File: src/rtl/vga_sync_gen.sv
// Raster timing generator: nested horizontal/vertical wrap counters, with registered sync
// and blanking outputs decoded from the next counter values, plus line and frame strobes.
module vga_sync_gen #(
  parameter int   H_VISIBLE = 640,
  parameter int   H_FRONT   = 16,
  parameter int   H_SYNC    = 96,
  parameter int   H_BACK    = 48,
  parameter int   V_VISIBLE = 480,
  parameter int   V_FRONT   = 10,
  parameter int   V_SYNC    = 2,
  parameter int   V_BACK    = 33,
  parameter logic HS_POL    = 1'b0,
  parameter logic VS_POL    = 1'b0,
  parameter int   FCNT_W    = 8
) (
  input  logic              clk,
  input  logic              reset,
  input  logic              pix_en,
  output logic              hsync,
  output logic              vsync,
  output logic              display_on,
  output logic [9:0]        hpos,
  output logic [9:0]        vpos,
  output logic              line_end,
  output logic              frame_end,
  output logic [FCNT_W-1:0] frame_cnt
);

  localparam int H_TOTAL = H_VISIBLE + H_FRONT + H_SYNC + H_BACK;
  localparam int V_TOTAL = V_VISIBLE + V_FRONT + V_SYNC + V_BACK;

  if (H_TOTAL > 1024 || V_TOTAL > 1024) begin : g_bad_totals
    $error("vga_sync_gen: H_TOTAL and V_TOTAL must both be <= 1024");
  end

  localparam logic [9:0]  H_LAST   = 10'(H_TOTAL - 1);
  localparam logic [9:0]  V_LAST   = 10'(V_TOTAL - 1);
  localparam logic [10:0] H_ACT    = 11'(H_VISIBLE);
  localparam logic [10:0] V_ACT    = 11'(V_VISIBLE);
  localparam logic [10:0] HS_START = 11'(H_VISIBLE + H_FRONT);
  localparam logic [10:0] HS_END   = 11'(H_VISIBLE + H_FRONT + H_SYNC);
  localparam logic [10:0] VS_START = 11'(V_VISIBLE + V_FRONT);
  localparam logic [10:0] VS_END   = 11'(V_VISIBLE + V_FRONT + V_SYNC);

  // Half-open window test; bounds carry an extra bit so a total of 1024 still fits.
  function automatic logic in_window(input logic [9:0] pos, input logic [10:0] lo,
                                     input logic [10:0] hi);
    return ({1'b0, pos} >= lo) && ({1'b0, pos} < hi);
  endfunction

  function automatic logic sync_level(input logic active, input logic pol);
    return active ? pol : ~pol;
  endfunction

  logic [9:0]        hpos_nxt;
  logic [9:0]        vpos_nxt;
  logic [FCNT_W-1:0] fcnt_nxt;

  assign line_end  = pix_en && (hpos == H_LAST);
  assign frame_end = line_end && (vpos == V_LAST);

  // Next-state counters; the >= compares keep any stray value from escaping its range
  always_comb begin
    hpos_nxt = hpos;
    vpos_nxt = vpos;
    fcnt_nxt = frame_cnt;
    if (pix_en) begin
      if (hpos >= H_LAST) begin
        hpos_nxt = '0;
        if (vpos >= V_LAST) begin
          vpos_nxt = '0;
          fcnt_nxt = frame_cnt + 1'b1;
        end else begin
          vpos_nxt = vpos + 10'd1;
        end
      end else begin
        hpos_nxt = hpos + 10'd1;
      end
    end
  end

  // Register stage: sync and blanking decoded from next values so they align with hpos/vpos
  always_ff @(posedge clk) begin
    if (reset) begin
      hpos       <= '0;
      vpos       <= '0;
      frame_cnt  <= '0;
      display_on <= 1'b1;
      hsync      <= ~HS_POL;
      vsync      <= ~VS_POL;
    end else begin
      hpos       <= hpos_nxt;
      vpos       <= vpos_nxt;
      frame_cnt  <= fcnt_nxt;
      display_on <= ({1'b0, hpos_nxt} < H_ACT) && ({1'b0, vpos_nxt} < V_ACT);
      hsync      <= sync_level(in_window(hpos_nxt, HS_START, HS_END), HS_POL);
      vsync      <= sync_level(in_window(vpos_nxt, VS_START, VS_END), VS_POL);
    end
  end

endmodule

File: config.mk
export PLATFORM = sky130hd
export DESIGN_NAME = vga_sync_gen
export DESIGN_NICKNAME = d
export VERILOG_FILES = /design/src/rtl/vga_sync_gen.sv
export SDC_FILE = /design/constraint.sdc
export NUM_CORES = 1
export LEC_CHECK = 0
export ABC_AREA = 1
export CORE_ASPECT_RATIO = 0.75
export CORE_MARGIN = 5
export CORE_UTILIZATION = 50
export DETAILED_ROUTE_END_ITERATION = 8
export GPL_ROUTABILITY_DRIVEN = 0
export PLACE_DENSITY = 0.79
export RECOVER_POWER = 100
export SLEW_MARGIN = 25
export SYNTH_ARGS = -nofsm -noshare
export SYNTH_HDL_FRONTEND = slang
export SYNTH_SLANG_ARGS = --single-unit
File: constraint.sdc
create_clock -name clk -period 3 [get_ports clk]
set_input_delay 0.6 -clock clk [delete_from_list [all_inputs] [get_ports clk]]
set_output_delay 0.6 -clock clk [all_outputs]
set_load 0.05 [all_outputs]
==> impl_metrics.csv <==
group,metric,value,unit
synthesis,ys_seq_area_share,36.4,%
sta,setup-tns-final,0,ns
clocking,tritoncts,"yes",
synthesis,synth_area_per_cell,7.08,µm²
synthesis,synth_edf_count,0,
setup_path,path_common_cell,"nand2_1",
floorplanning,die_area,4690,µm²
sta,setup_violations,0,
routing,vias,1721,
synthesis,syn-cell-area,1710,µm²
routing,routed_via_density,5.34,
hold_path,hp-class,"reg -> reg",
layout,diodes,0,
setup_path,critical-path-max-stage-delay,0.50,ns
clocking,clockRootBuffer,"clkbuf_8",
floorplanning,rows,18,
synthesis,syn_nets,248,
routing,drt_wl_total,4220,µm
sta,period_share,82.8,%
synthesis,netlist.area_leader.share,36.4,%
placement,post-place-ws,0.519,ns
sta,grt_setup_unrepaired,"no",
synthesis,yosysWarningCount,0,
layout,nNetsFinal,288,
job,drv_cap,0,
sta,finalMaxSlewViolations,0,
layout,area_delta_synth_final,28.7,%
global_route,grt_overflow,0,
floorplanning,coreArea,3290,µm²
sta,min_period,2.48,ns
clocking,postCtsSetupBuffers,0,
clocking,holdBufCountCts,0,
global_route,grt_pass1_wl,7020,µm
setup_path,required,3.18,ns
synthesis,ys_seq_elements,31,
global_route,grt_max_degree,20,
setup_path,path_class,"reg -> reg",
setup_path,crit_fanout,13,
sta,max_freq,0.402,GHz
global_route,grt_pass1_vias,1511,
synthesis,synthTopCellsByArea,"dfxtp_1, nand2_1, nor2_1, inv_1, nand3_1",
floorplanning,die_width,77.4,µm
sta,worst_pin_slew,0.541,ns
clocking,htreeDepth,2,
routing,drc,0,
synthesis,synth.distinct_cells,33,
clocking,cts_sinks,31,
global_route,grt_use_total,19.0,%
synthesis,synth.top_cells.by_count,"nand2_1, nor2_1, dfxtp_1",
run_status,status,"finished clean",
setup_path,crit_slowest_cell,"nand3_1",
setup_path,cp_data_arrival_time,2.66,ns
synthesis,synthArstFlopShare,0,%
power_and_ir_drop,leakagePower,0.941,nW
global_route,antenna_found_initial,0,
synthesis,yosysMostFrequentCell,"nand2_1",
power_and_ir_drop,power,0.821,mW
global_route,grtUsageMet1,25.5,%
clocking,cts_inserted_buffers,5,
power_and_ir_drop,vdd_ir_drop_max,0.000295,V
clocking,post_cts_resized,0,
global_route,gr-max-usage-layer,"met2",
global_route,met2_usage,30.0,%
routing,dr.first_iter.drc_count,188,
routing,antenna_left,0,
floorplanning,initial_core_util,51.9,%
clocking,cts_buffer_depth,2,
sta,finalHoldViolCount,0,
sta,slew_headroom,63.8,%
setup_path,crit_path_start_kind,"flip-flop",
floorplanning,fp.dieH,60.6,µm
placement,port-buffer-count,35,
sta,fin_ws,0.515,ns
synthesis,syn_inst,241,
placement,post_dp_cell_area,2130,µm²
setup_path,end_kind,"flip-flop",
layout,fin_area,2190,µm²
power_and_ir_drop,p_per_area,374,nW/µm²
layout,drive_gt1_share,9.93,%
synthesis,synthFlopType,"dfxtp_1",
clocking,clkSlewWorstSetupHoldPaths,0.06,ns
floorplanning,io_pins,36,
routing,post_drt_wl_per_cell,13.1,µm
clocking,worstSkewPairLatency,0.28,ns
setup_path,worstPathCellList,"ha_1, nand2_1, nor2_1, nand2_1, nand2_1, nand3_1, nand3_1, nand3_1, nor2_1, nand2_1",
synthesis,synth_area_leader_cell,"dfxtp_1",
sta,finClkSkew,0.00386,ns
global_route,grt_use_met3,4.30,%
routing,drt_first_pass_iters,4,
placement,dp_hpwl,3110,µm
==> report_power, final <==
group / total (mW) / switching, mW / internal [mW]
Sequential: 0.418 / 0.00333 / 0.415
Combinational: 0.0434 / 0.0294 / 0.0141
Clock: 0.359 / 0.150 / 0.209
==> critical path, delay by kind of cell, from the launching register on <==
kind                       cells  cell delay (ns)
and+or+nand+nor                9             1.78
DFF                            1             0.39
adders and majority gates      1             0.21
==> routing by layer <==
layer | routed length, µm | vias up
li1 | - | 872
met1 | 1970 | 791
met2 | 1890 | 46
met3 | 277 | 12
met4 | 85 | 0
met5 | 0 | -
==> cell type report <==
class / count / area (µm²)
clock buffer: 8 / 100
fill: 308 / 1090
inverter: 33 / 126
multi-input combinational: 172 / 905
sequential: 31 / 621
tap: 40 / 50.0
timing repair buffer: 38 / 393
==> flip-flops by register name, summed over array words and instances, names as in the netlist <==
register	count
display_on	1
vsync	1
hsync	1
hpos	10
frame_cnt	8
vpos	10
==> final timing paths <==
path / slack (ns) / cells past startpoint / to / from
max: 0.52 / 10 / vsync / hpos[0]
min: 0.50 / 1 / frame_cnt[6] / frame_cnt[6]
max reg2reg: 0.52 / 10 / vsync / hpos[0]
min reg2reg: 0.50 / 1 / frame_cnt[6] / frame_cnt[6]
==> per-stage QoR <==
step	cells	hold WS [ns]	utilization (%)
after floorplan	241	0.676	-
after global placement	314	0.490	64.9
after detailed placement	314	0.499	64.9
after CTS	322	0.509	67.9
after global routing	322	0.522	66.7
final	322	0.501	66.7
==> logic make-up after synthesis <==
logic type               after synthesis  share of synthesized area [%]
XOR/XNOR                               6                           3.08
adder cells (fa/ha/maj)                4                           2.93
AND/OR/NAND/NOR                      137                           39.3
flip-flops                            31                           36.4
AO/OA/AOI/OAI                         25                           8.44
buffers and inverters                 38                           9.83
==> layout by cell type, fill, tap and decap left out, types with 3 or more instances in the layout <==
cell type / n
clkbuf_8: 7
nand2_2: 6
inv_1: 30
xnor2_1: 3
nand4_1: 14
nand2_1: 46
xor2_1: 3
o21ai_1: 3
nor2_1: 40
nand3_2: 3
ha_1: 4
o21bai_1: 3
a21oi_1: 8
nor3_1: 4
nand3_1: 19
buf_4: 3
o21ai_0: 6
dlygate4sd3_1: 31
dfxtp_1: 31
(Power assumes the default switching activity.)
